$ cat src/rtl/uart_pkg.sv
// -----------------------------------------------------------------------------
// uart_pkg
// Shared definitions for the UART blocks.
//   tx_state_t  : transmitter FSM states
//   DEF_OVS     : default s_ticks per start/data/parity bit
//   DEF_SB_TICK : default s_ticks for the stop period (one stop bit at OVS=16)
//   baud_div()  : modulus M for the mod_m_counter that generates s_tick,
//                 M = f_clk / (baud * ovs), rounded to nearest
// -----------------------------------------------------------------------------
package uart_pkg;

    typedef enum logic [2:0] {
        IDLE   = 3'd0,
        START  = 3'd1,
        DATA   = 3'd2,
        PARITY = 3'd3,
        STOP   = 3'd4
    } tx_state_t;

    localparam int DEF_OVS     = 16;
    localparam int DEF_SB_TICK = 16;

    function automatic int baud_div(input longint f_clk, input longint baud, input int ovs);
        longint den;
        den = baud * longint'(ovs);
        if (den <= 0) begin
            return 0;
        end
        return int'((f_clk + den / 2) / den);
    endfunction

endpackage

$ cat src/rtl/uart_tx.sv
// -----------------------------------------------------------------------------
// uart_tx
// Serial UART transmitter: start bit, DBIT data bits LSB first, optional
// parity bit, then the stop period. Bit timing is taken from an external
// oversampling enable (s_tick); state only advances on clocks with s_tick=1.
//
// Ports
//   clk           in   1     system clock
//   reset         in   1     synchronous, active-high reset
//   tx_start      in   1     send request, level-sensitive, only looked at in IDLE
//   s_tick        in   1     oversampling enable, single-clk pulse
//   din           in   DBIT  word to send, captured in the accept cycle
//   tx_busy       out  1     high whenever the FSM is not in IDLE
//   tx_done_tick  out  1     one-clk pulse in the cycle the stop period ends
//   tx            out  1     serial line, idle high, driven from a register
//
// state  | meaning
// -------+-----------------------------------------------------------
// IDLE   | line high, waiting for tx_start
// START  | line low for OVS s_ticks
// DATA   | line = shift_reg[0], one bit per OVS s_ticks, DBIT bits
// PARITY | line = parity of the latched word (only when PARITY_EN=1)
// STOP   | line high for SB_TICK s_ticks, then done pulse and IDLE
// -----------------------------------------------------------------------------
module uart_tx
    import uart_pkg::*;
#(
    parameter int DBIT       = 8,
    parameter int OVS        = DEF_OVS,
    parameter int SB_TICK    = DEF_SB_TICK,
    parameter int PARITY_EN  = 0,
    parameter int PARITY_ODD = 0
) (
    input  logic            clk,
    input  logic            reset,
    input  logic            tx_start,
    input  logic            s_tick,
    input  logic [DBIT-1:0] din,
    output logic            tx_busy,
    output logic            tx_done_tick,
    output logic            tx
);

    localparam int TMAX = (OVS > SB_TICK) ? OVS : SB_TICK;
    localparam int TW   = (TMAX > 1) ? $clog2(TMAX) : 1;
    localparam int BW   = (DBIT > 1) ? $clog2(DBIT) : 1;

    localparam logic [TW-1:0] OVS_LAST = TW'(OVS - 1);
    localparam logic [TW-1:0] SB_LAST  = TW'(SB_TICK - 1);
    localparam logic [BW-1:0] BIT_LAST = BW'(DBIT - 1);
    localparam logic          ODD_SENSE = (PARITY_ODD != 0);

    tx_state_t       state_reg, state_next;
    logic [TW-1:0]   tick_reg,  tick_next;
    logic [BW-1:0]   bit_reg,   bit_next;
    logic [DBIT-1:0] shift_reg, shift_next;
    logic            par_reg,   par_next;
    logic            tx_reg,    tx_next;
    logic            done_tick;

    always_ff @(posedge clk) begin
        if (reset) begin
            state_reg <= IDLE;
            tick_reg  <= '0;
            bit_reg   <= '0;
            shift_reg <= '0;
            par_reg   <= 1'b0;
            tx_reg    <= 1'b1;
        end else begin
            state_reg <= state_next;
            tick_reg  <= tick_next;
            bit_reg   <= bit_next;
            shift_reg <= shift_next;
            par_reg   <= par_next;
            tx_reg    <= tx_next;
        end
    end

    always_comb begin
        state_next = state_reg;
        tick_next  = tick_reg;
        bit_next   = bit_reg;
        shift_next = shift_reg;
        par_next   = par_reg;
        done_tick  = 1'b0;

        case (state_reg)
            IDLE: begin
                // An s_tick coinciding with the accept cycle is deliberately
                // not counted: the START count begins from zero next clk.
                if (tx_start) begin
                    shift_next = din;
                    par_next   = (^din) ^ ODD_SENSE;
                    tick_next  = '0;
                    state_next = START;
                end
            end

            START: begin
                if (s_tick) begin
                    if (tick_reg == OVS_LAST) begin
                        tick_next  = '0;
                        bit_next   = '0;
                        state_next = DATA;
                    end else begin
                        tick_next = tick_reg + 1'b1;
                    end
                end
            end

            DATA: begin
                if (s_tick) begin
                    if (tick_reg == OVS_LAST) begin
                        tick_next  = '0;
                        shift_next = shift_reg >> 1;
                        if (bit_reg == BIT_LAST) begin
                            state_next = (PARITY_EN != 0) ? PARITY : STOP;
                        end else begin
                            bit_next = bit_reg + 1'b1;
                        end
                    end else begin
                        tick_next = tick_reg + 1'b1;
                    end
                end
            end

            PARITY: begin
                if (s_tick) begin
                    if (tick_reg == OVS_LAST) begin
                        tick_next  = '0;
                        state_next = STOP;
                    end else begin
                        tick_next = tick_reg + 1'b1;
                    end
                end
            end

            STOP: begin
                if (s_tick) begin
                    if (tick_reg == SB_LAST) begin
                        tick_next  = '0;
                        done_tick  = 1'b1;
                        state_next = IDLE;
                    end else begin
                        tick_next = tick_reg + 1'b1;
                    end
                end
            end

            default: begin
                state_next = IDLE;
            end
        endcase
    end

    // The line level is decoded from the *next* state and registered, so tx
    // changes exactly on the clock that enters each bit and never glitches.
    always_comb begin
        tx_next = 1'b1;
        case (state_next)
            START:   tx_next = 1'b0;
            DATA:    tx_next = shift_next[0];
            PARITY:  tx_next = par_next;
            default: tx_next = 1'b1;
        endcase
    end

    // The done pulse marks the last clock of the stop period while the state
    // is still STOP, so a tx_start in that same clock is not accepted. It is
    // masked during reset so an aborted frame never reports completion.
    assign tx_done_tick = done_tick & ~reset;
    assign tx_busy      = (state_reg != IDLE);
    assign tx           = tx_reg;

endmodule

$ cat config.mk
export PLATFORM = sky130hd
export DESIGN_NAME = uart_tx
export DESIGN_NICKNAME = d
export VERILOG_FILES = /design/src/rtl/uart_pkg.sv /design/src/rtl/uart_tx.sv
export SDC_FILE = /design/constraint.sdc
export NUM_CORES = 1
export LEC_CHECK = 0
export CAP_MARGIN = 20
export CORE_MARGIN = 5
export CORE_UTILIZATION = 30
export CTS_CLUSTER_DIAMETER = 50
export DETAILED_ROUTE_END_ITERATION = 7
export SLEW_MARGIN = 20
export SYNTH_ARGS = -nofsm -noshare
export SYNTH_HDL_FRONTEND = slang
export SYNTH_SLANG_ARGS = --single-unit
$ cat constraint.sdc
create_clock -name clk -period 2.8 [get_ports clk]
set_input_delay 0.56 -clock clk [delete_from_list [all_inputs] [get_ports clk]]
set_output_delay 0.56 -clock clk [all_outputs]
set_load 0.01 [all_outputs]
==> results of run 1 <==
-- metrics by stage --
stage / utilization, % / setup WS [ps] / power (mW)
2_1_floorplan: - / 1019 / 0.3727
3_3_place_gp: 37.55 / 268.5 / 0.4094
3_5_place_dp: 37.55 / 273.4 / 0.4107
4_1_cts: 39.08 / 264.5 / 0.6509
5_1_grt: 39.08 / 165.6 / 0.6731
6_report: 39.08 / 290.7 / 0.6425
-- worst max-delay path by stage --
stage                     cells past startpoint  slack [ps]      endpoint
after floorplan                               3        1020  tx_done_tick
after global placement                        4         270  tx_done_tick
after detailed placement                      4         270  tx_done_tick
after CTS                                     4         260  tx_done_tick
after global routing                          4         170  tx_done_tick
final                                         4         290  tx_done_tick
-- logic make-up (layout without fill, tap and decap cells) --
logic type / Yosys count / count (layout) / share of synthesized area [%]
xor gates and xnor gates: 8 / 8 / 6.512
adders and majority gates: 3 / 3 / 3.489
and+or+nand+nor: 40 / 40 / 21.40
buffers and inverters: 8 / 26 / 3.721
DFF: 20 / 20 / 37.21
muxes: 2 / 2 / 1.861
AOI/OAI and AO/OA: 37 / 37 / 25.82
-- layout make-up --
type,count,area [sq um],share of cell area [%]
multi-input combinational,90,635.6,47.61
timing repair buffer,19,177.7,13.31
clock inverter,1,30.03,2.249
inverter,3,11.26,0.8435
clock buffer,3,22.52,1.687
tap,46,57.56,4.311
sequential,20,400.4,29.99
-- routing by layer --
layer  wire [microns]  up-vias
met5                0        -
met4               70        0
met3               35        4
met2             1069        9
met1              991      405
li1                 -      470
-- layout by cell type (no fill, tap or decap), types with 2 or more instances in the layout --
cell type,count
sky130_fd_sc_hd__ha_1,3
sky130_fd_sc_hd__nand2_1,10
sky130_fd_sc_hd__nor3_1,3
sky130_fd_sc_hd__clkbuf_4,3
sky130_fd_sc_hd__clkdlybuf4s50_1,14
sky130_fd_sc_hd__nand2b_1,3
sky130_fd_sc_hd__o32a_1,2
sky130_fd_sc_hd__inv_1,3
sky130_fd_sc_hd__nand4_1,3
sky130_fd_sc_hd__xnor2_1,8
sky130_fd_sc_hd__dfxtp_1,20
sky130_fd_sc_hd__o21ai_0,4
sky130_fd_sc_hd__a22oi_1,6
sky130_fd_sc_hd__nor2_1,12
sky130_fd_sc_hd__buf_4,5
sky130_fd_sc_hd__a21oi_1,13
sky130_fd_sc_hd__a32oi_1,3
sky130_fd_sc_hd__a31oi_1,2
sky130_fd_sc_hd__mux2i_1,2
-- tightest hold or removal path, stage by stage, from the launching register on --
cell                      delay [ps]
sky130_fd_sc_hd__dfxtp_1         330
sky130_fd_sc_hd__nand2_1          50
sky130_fd_sc_hd__a21oi_1          50
-- synthesized netlist by cell type, types with 2 or more instances --
library cell	number
sky130_fd_sc_hd__dfxtp_1	20
sky130_fd_sc_hd__a21oi_1	13
sky130_fd_sc_hd__nor2_1	12
sky130_fd_sc_hd__nand2_1	10
sky130_fd_sc_hd__xnor2_1	8
sky130_fd_sc_hd__a22oi_1	6
sky130_fd_sc_hd__o21ai_0	4
sky130_fd_sc_hd__a32oi_1	3
sky130_fd_sc_hd__ha_1	3
sky130_fd_sc_hd__inv_1	3
sky130_fd_sc_hd__nand2b_1	3
sky130_fd_sc_hd__nand4_1	3
sky130_fd_sc_hd__nor3_1	3
sky130_fd_sc_hd__a31oi_1	2
sky130_fd_sc_hd__buf_2	2
sky130_fd_sc_hd__clkbuf_1	2
sky130_fd_sc_hd__mux2i_1	2
sky130_fd_sc_hd__o32a_1	2
-- power groups by stage --
stage	clock network, mW	logic, mW	registers (mW)
final	0.239	0.0985	0.305
after CTS	0.246	0.100	0.305
after global routing	0.256	0.110	0.307
after detailed placement	0	0.0996	0.311
after floorplan	0	0.0623	0.310
after global placement	0	0.0982	0.311
==> flow_results.xml, run 1 <==
<?xml version="1.0" encoding="UTF-8"?>
<metrics>
  <group name="sta">
    <metric name="max_freq" unit="GHz">0.3985</metric>
    <metric name="drv_slew" unit="">0</metric>
    <metric name="worst_clock_skew" unit="ps">4.651</metric>
    <metric name="fin_crit_sh" unit="%">89.62</metric>
    <metric name="final.setup.tns" unit="ps">0</metric>
    <metric name="fin_worst_hold_slack" unit="ps">463.8</metric>
    <metric name="tightest_slew" unit="ps">538.1</metric>
    <metric name="hold_viol" unit="">0</metric>
    <metric name="rsz_0062_raised_after_global_routing" unit="">false</metric>
    <metric name="fin_crit" unit="ps">2509</metric>
    <metric name="report.final.setup_viol" unit="">0</metric>
    <metric name="slew_headroom" unit="%">63.87</metric>
  </group>
  <group name="worst_setup_path">
    <metric name="most_frequent_cell_on_critical_path" unit="">sky130_fd_sc_hd__clkdlybuf4s50_1</metric>
    <metric name="worstPathCellList" unit="">clkdlybuf4s50_1, nand4_2, nor3_1, clkdlybuf4s50_1</metric>
    <metric name="setup.worst_path.end_class" unit="">output port</metric>
    <metric name="timing.critical_path.fanout_max" unit="">2</metric>
    <metric name="cp.buffers_inverters" unit="">2</metric>
    <metric name="data_required_time_of_the_critical_path" unit="ps">2240</metric>
    <metric name="worst-r2r-cell-count" unit="">6</metric>
    <metric name="critical_path.reg2reg.endpoint" unit="">tx</metric>
    <metric name="path_class" unit="">in -&gt; out</metric>
    <metric name="critPathTopFamily" unit="">buffers and inverters</metric>
    <metric name="startpoint_type" unit="">input pin</metric>
    <metric name="critPathSlowestCell" unit="">sky130_fd_sc_hd__clkdlybuf4s50_1</metric>
    <metric name="rr_startpoint" unit="">state_reg[0]</metric>
    <metric name="critPathLaunch" unit="">s_tick</metric>
    <metric name="setup.reg_to_reg.worst_slack" unit="ps">880</metric>
    <metric name="critical-path-max-stage-delay" unit="ps">560</metric>
    <metric name="critPathArrivalTime" unit="ps">1950</metric>
  </group>
  <group name="power">
    <metric name="switching_power" unit="mW">0.1494</metric>
    <metric name="power-per-cell-area" unit="mW/mm^2">481.3</metric>
    <metric name="p_leak" unit="nW">0.4762</metric>
    <metric name="power.switching_fraction" unit="%">23.25</metric>
    <metric name="sequentialPowerShare" unit="%">47.5</metric>
    <metric name="cell_internal_pwr" unit="mW">0.4931</metric>
    <metric name="share_clk_of_total_power" unit="%">37.2</metric>
    <metric name="share_comb_of_total_power" unit="%">15.3</metric>
    <metric name="power.ir.vdd_worst" unit="V">0.0001822</metric>
  </group>
  <group name="grt">
    <metric name="grt.met2_usage" unit="%">16.89</metric>
    <metric name="antenna_found_initial" unit="">0</metric>
    <metric name="via_count_of_the_first_global_routing_pass" unit="">930</metric>
    <metric name="grt_max_degree" unit="">21</metric>
    <metric name="grt_ovf" unit="">0</metric>
    <metric name="overall_global_routing_resource_usage" unit="%">9.730</metric>
    <metric name="globalRouteMet3Util" unit="%">1.004</metric>
    <metric name="grt_pass1_wl" unit="microns">3933</metric>
    <metric name="globalRoute.busiestLayer" unit="">met2</metric>
    <metric name="met1_usage" unit="%">10.94</metric>
  </group>
  <group name="hold_path">
    <metric name="hold_path_depth" unit="">2</metric>
    <metric name="timing.hold.worst.start" unit="">shift_reg[1]</metric>
    <metric name="hold_path_class" unit="">reg -&gt; reg</metric>
    <metric name="min_to" unit="">shift_reg[1]</metric>
  </group>
  <group name="yosys">
    <metric name="ys.warnings.count" unit="">0</metric>
    <metric name="netlist_instances" unit="">118</metric>
    <metric name="mappedNetlistNets" unit="">133</metric>
    <metric name="ys_types" unit="">35</metric>
    <metric name="synth_ff_type" unit="">sky130_fd_sc_hd__dfxtp_1</metric>
    <metric name="async_flop_share" unit="%">0</metric>
    <metric name="synth-seq-area-share" unit="%">37.21</metric>
    <metric name="ys_ff_latch" unit="">20</metric>
    <metric name="synth_enable_flop_cells" unit="">0</metric>
    <metric name="synth_top_cells_by_area" unit="">sky130_fd_sc_hd__dfxtp_1 37%, sky130_fd_sc_hd__xnor2_1 6.5%, sky130_fd_sc_hd__a21oi_1 6.0%, sky130_fd_sc_hd__a22oi_1 4.2%, sky130_fd_sc_hd__nor2_1 4.2%</metric>
    <metric name="synthDominantAreaCellType" unit="">sky130_fd_sc_hd__dfxtp_1</metric>
    <metric name="yosys.area.top_type_share" unit="%">37.21</metric>
    <metric name="netlist_area" unit="sq mm">0.001076</metric>
    <metric name="postSynthAreaPerCell" unit="sq um">9.119</metric>
  </group>
  <group name="detailed_routing">
    <metric name="route.antenna.remaining_nets" unit="">0</metric>
    <metric name="detail_route.iter0.violations" unit="">24</metric>
    <metric name="post_drt_via_cell_ratio" unit="">4.879</metric>
    <metric name="num_vias" unit="">888</metric>
    <metric name="dr.pass1.iters" unit="">4</metric>
    <metric name="detail_route.wirelength" unit="microns">2167</metric>
    <metric name="routedWlPerCell" unit="microns">11.91</metric>
    <metric name="detailed_route_drc_error_count" unit="">0</metric>
  </group>
  <group name="final_layout">
    <metric name="design.final.nets" unit="">152</metric>
    <metric name="largest_register_ffs" unit="">8</metric>
    <metric name="stdcell_count" unit="">182</metric>
    <metric name="design_area" unit="sq mm">0.001335</metric>
    <metric name="fillerInstances" unit="">356</metric>
    <metric name="antenna-diode-count" unit="">0</metric>
    <metric name="layout-drive-gt1-share" unit="%">13.24</metric>
    <metric name="areaGrowthSynthToFinish" unit="%">24.07</metric>
  </group>
  <group name="floorplan">
    <metric name="die_h" unit="microns">69.89</metric>
    <metric name="fp-row-count" unit="">21</metric>
    <metric name="core_region_area" unit="sq mm">0.003416</metric>
    <metric name="die-area" unit="sq mm">0.004885</metric>
    <metric name="die_x" unit="microns">69.89</metric>
    <metric name="ioPinCount" unit="">15</metric>
    <metric name="initial_utilization" unit="%">31.50</metric>
  </group>
  <group name="clock_network">
    <metric name="cts-htree-levels" unit="">1</metric>
    <metric name="clock_buffer_count_from_cts" unit="">3</metric>
    <metric name="cts_resized" unit="">0</metric>
    <metric name="clk_latency" unit="ps">310</metric>
    <metric name="cts.reportedPaths.clkPinSlew" unit="ps">120</metric>
    <metric name="clock_sink_count" unit="">20</metric>
    <metric name="post-cts-setup-buffers" unit="">0</metric>
    <metric name="cts_tree" unit="">yes</metric>
    <metric name="ctsLongestPathBuffers" unit="">2</metric>
    <metric name="cts_hold_buffers" unit="">0</metric>
    <metric name="cts.root.buffer_cell" unit="">sky130_fd_sc_hd__clkbuf_4</metric>
  </group>
  <group name="job">
    <metric name="maxCapViolations" unit="">0</metric>
  </group>
  <group name="placed_design">
    <metric name="io_buffers" unit="">14</metric>
    <metric name="placed_area" unit="sq mm">0.001282</metric>
    <metric name="gp_congestion" unit="">0.8457</metric>
    <metric name="place.detailed.instances" unit="">178</metric>
    <metric name="dp_hpwl" unit="microns">1641</metric>
  </group>
  <group name="status">
    <metric name="outcome" unit="">finished, final reports clean</metric>
  </group>
</metrics>
No activity file was read; power rests on OpenSTA's default activity.
==> inputs of run 2 (changes only) <==
Settings changed: CORE_UTILIZATION 30 to 38, GPL_ROUTABILITY_DRIVEN from default to 1.
==> flow_results.xml, run 2 (same netlist as run 1, synthesis figures left out) <==
<?xml version="1.0" encoding="UTF-8"?>
<metrics>
  <group name="final_layout">
    <metric name="multi_input_area" unit="sq um">635.6</metric>
    <metric name="areaGrowthSynthToFinish" unit="%">20.93</metric>
    <metric name="antenna-diode-count" unit="">0</metric>
    <metric name="layout-drive-gt1-share" unit="%">11.94</metric>
    <metric name="design.final.nets" unit="">150</metric>
    <metric name="layout.cells.most_common" unit="">sky130_fd_sc_hd__dfxtp_1</metric>
    <metric name="fillerInstances" unit="">272</metric>
    <metric name="commonest_cells_after_routing_fill_and_taps_aside" unit="">20 x sky130_fd_sc_hd__dfxtp_1, 14 x sky130_fd_sc_hd__clkdlybuf4s50_1, 13 x sky130_fd_sc_hd__a21oi_1, 12 x sky130_fd_sc_hd__nor2_1, 10 x sky130_fd_sc_hd__nand2_1</metric>
    <metric name="largest_register_ffs" unit="">8</metric>
    <metric name="final-seq-area" unit="sq um">400.4</metric>
  </group>
  <group name="clock_network">
    <metric name="clk_latency" unit="ps">310</metric>
    <metric name="cts_hold_buffers" unit="">0</metric>
    <metric name="ctsLongestPathBuffers" unit="">2</metric>
    <metric name="cts_resized" unit="">0</metric>
    <metric name="clock_buffer_count_from_cts" unit="">3</metric>
    <metric name="cts.reportedPaths.clkPinSlew" unit="ps">120</metric>
    <metric name="clock_sink_count" unit="">20</metric>
    <metric name="cts-htree-levels" unit="">1</metric>
    <metric name="cts.root.buffer_cell" unit="">sky130_fd_sc_hd__clkbuf_4</metric>
    <metric name="post-cts-setup-buffers" unit="">0</metric>
    <metric name="cts_tree" unit="">yes</metric>
  </group>
  <group name="detailed_routing">
    <metric name="routedWlPerCell" unit="microns">13.47</metric>
    <metric name="topRoutingLayerUsed" unit="">met4</metric>
    <metric name="detail_route.iter0.violations" unit="">31</metric>
    <metric name="met3RoutedLength" unit="microns">70</metric>
    <metric name="met1_length" unit="microns">1096</metric>
    <metric name="route.antenna.remaining_nets" unit="">0</metric>
    <metric name="num_vias" unit="">897</metric>
    <metric name="detail_route.wirelength" unit="microns">2222</metric>
    <metric name="detailed_route_drc_error_count" unit="">0</metric>
    <metric name="met2WireLength" unit="microns">992</metric>
    <metric name="dr.pass1.iters" unit="">4</metric>
    <metric name="post_drt_via_cell_ratio" unit="">5.436</metric>
  </group>
  <group name="hold_path">
    <metric name="hold_path_class" unit="">reg -&gt; reg</metric>
    <metric name="hold_path_depth" unit="">2</metric>
  </group>
  <group name="sta">
    <metric name="hold_viol" unit="">0</metric>
    <metric name="final.setup.tns" unit="ps">0</metric>
    <metric name="rsz_0062_raised_after_global_routing" unit="">false</metric>
    <metric name="fin_crit_sh" unit="%">88.43</metric>
    <metric name="max_freq" unit="GHz">0.4039</metric>
    <metric name="drv_slew" unit="">0</metric>
    <metric name="report.final.setup_viol" unit="">0</metric>
    <metric name="tightest_slew" unit="ps">616.4</metric>
    <metric name="fin_worst_hold_slack" unit="ps">463.6</metric>
    <metric name="worst_clock_skew" unit="ps">5.848</metric>
    <metric name="fin_crit" unit="ps">2476</metric>
    <metric name="slew_headroom" unit="%">58.91</metric>
  </group>
  <group name="power">
    <metric name="power-per-cell-area" unit="mW/mm^2">495.6</metric>
    <metric name="power.ir.vdd_worst" unit="V">0.0002786</metric>
    <metric name="p_leak" unit="nW">0.4657</metric>
  </group>
  <group name="floorplan">
    <metric name="core_region_area" unit="sq mm">0.002734</metric>
    <metric name="die-area" unit="sq mm">0.003996</metric>
    <metric name="initial_utilization" unit="%">39.36</metric>
    <metric name="ioPinCount" unit="">15</metric>
    <metric name="die_x" unit="microns">63.22</metric>
    <metric name="die_h" unit="microns">63.22</metric>
    <metric name="fp-row-count" unit="">19</metric>
  </group>
  <group name="status">
    <metric name="outcome" unit="">finished, final reports clean</metric>
  </group>
  <group name="grt">
    <metric name="grt_max_degree" unit="">21</metric>
    <metric name="via_count_of_the_first_global_routing_pass" unit="">852</metric>
    <metric name="grt_ovf" unit="">0</metric>
    <metric name="overall_global_routing_resource_usage" unit="%">11.45</metric>
    <metric name="antenna_found_initial" unit="">0</metric>
    <metric name="grt_pass1_wl" unit="microns">3739</metric>
  </group>
  <group name="worst_setup_path">
    <metric name="setup.worst_path.end_class" unit="">output port</metric>
    <metric name="data_required_time_of_the_critical_path" unit="ps">2240</metric>
    <metric name="critical_path.reg2reg.endpoint" unit="">tx</metric>
    <metric name="setup.reg_to_reg.worst_slack" unit="ps">700</metric>
    <metric name="startpoint_type" unit="">input pin</metric>
    <metric name="path_class" unit="">in -&gt; out</metric>
    <metric name="rr_startpoint" unit="">state_reg[2]</metric>
    <metric name="worst-r2r-cell-count" unit="">5</metric>
    <metric name="worstSetupEndpoint" unit="">tx_done_tick</metric>
    <metric name="critPathArrivalTime" unit="ps">1920</metric>
    <metric name="critPathLaunch" unit="">s_tick</metric>
    <metric name="timing.critical_path.fanout_max" unit="">2</metric>
  </group>
  <group name="placed_design">
    <metric name="io_buffers" unit="">14</metric>
    <metric name="dp_hpwl" unit="microns">1605</metric>
    <metric name="gp_congestion" unit="">0.7469</metric>
  </group>
  <group name="job">
    <metric name="maxCapViolations" unit="">0</metric>
  </group>
</metrics>
## run 2: through the flow
step	cell area (sq um)	power [mW]	utilization [%]	instances	setup slack (ps)
floorplan	1076	0.3727	-	118	1019
global placement	1249	0.4078	45.68	161	297.7
detailed placement	1249	0.4091	45.68	161	313.9
CTS	1301	0.6520	47.60	165	306.3
global route	1301	0.6716	47.60	165	174.9
finish	1301	0.6450	47.60	165	323.9
## run 2: layout make-up
type                       count  share of cell area, %
clock buffer                   3                  1.731
clock inverter                 1                  2.308
inverter                       3                 0.8654
multi-input combinational     90                  48.85
sequential                    20                  30.77
tap                           31                  2.981
timing repair buffer          17                  12.50
## run 2: per-layer routing
| layer | vias to the layer above | track usage (%) |
|---|---|---|
| li1 | 463 | - |
| met4 | 0 | 7.013 |
| met3 | 5 | 2.309 |
| met1 | 417 | 14.38 |
| met2 | 12 | 17.82 |
| met5 | - | 0 |
## run 2: worst min path at each step
stage                 start           end  slack [ps]
2_1_floorplan  shift_reg[2]  shift_reg[2]         440
3_3_place_gp   shift_reg[3]  shift_reg[3]         450
3_5_place_dp   shift_reg[6]  shift_reg[6]         450
4_1_cts        shift_reg[6]  shift_reg[6]         470
5_1_grt        shift_reg[1]  shift_reg[1]         490
6_report       shift_reg[1]  shift_reg[1]         460
## run 2: power breakdown
part | switching (mW) | internal [mW] | leakage, nW
Clock | 0.0976 | 0.145 | 0.0279
Combinational | 0.0476 | 0.0498 | 0.275
Sequential | 0.00805 | 0.297 | 0.163
Total | 0.153 | 0.492 | 0.466
## run 2: critical path, stage by stage
cell                              delay, ps
sky130_fd_sc_hd__clkdlybuf4s50_1        500
sky130_fd_sc_hd__nand4_2                120
sky130_fd_sc_hd__nor3_1                 180
sky130_fd_sc_hd__clkdlybuf4s50_1        560
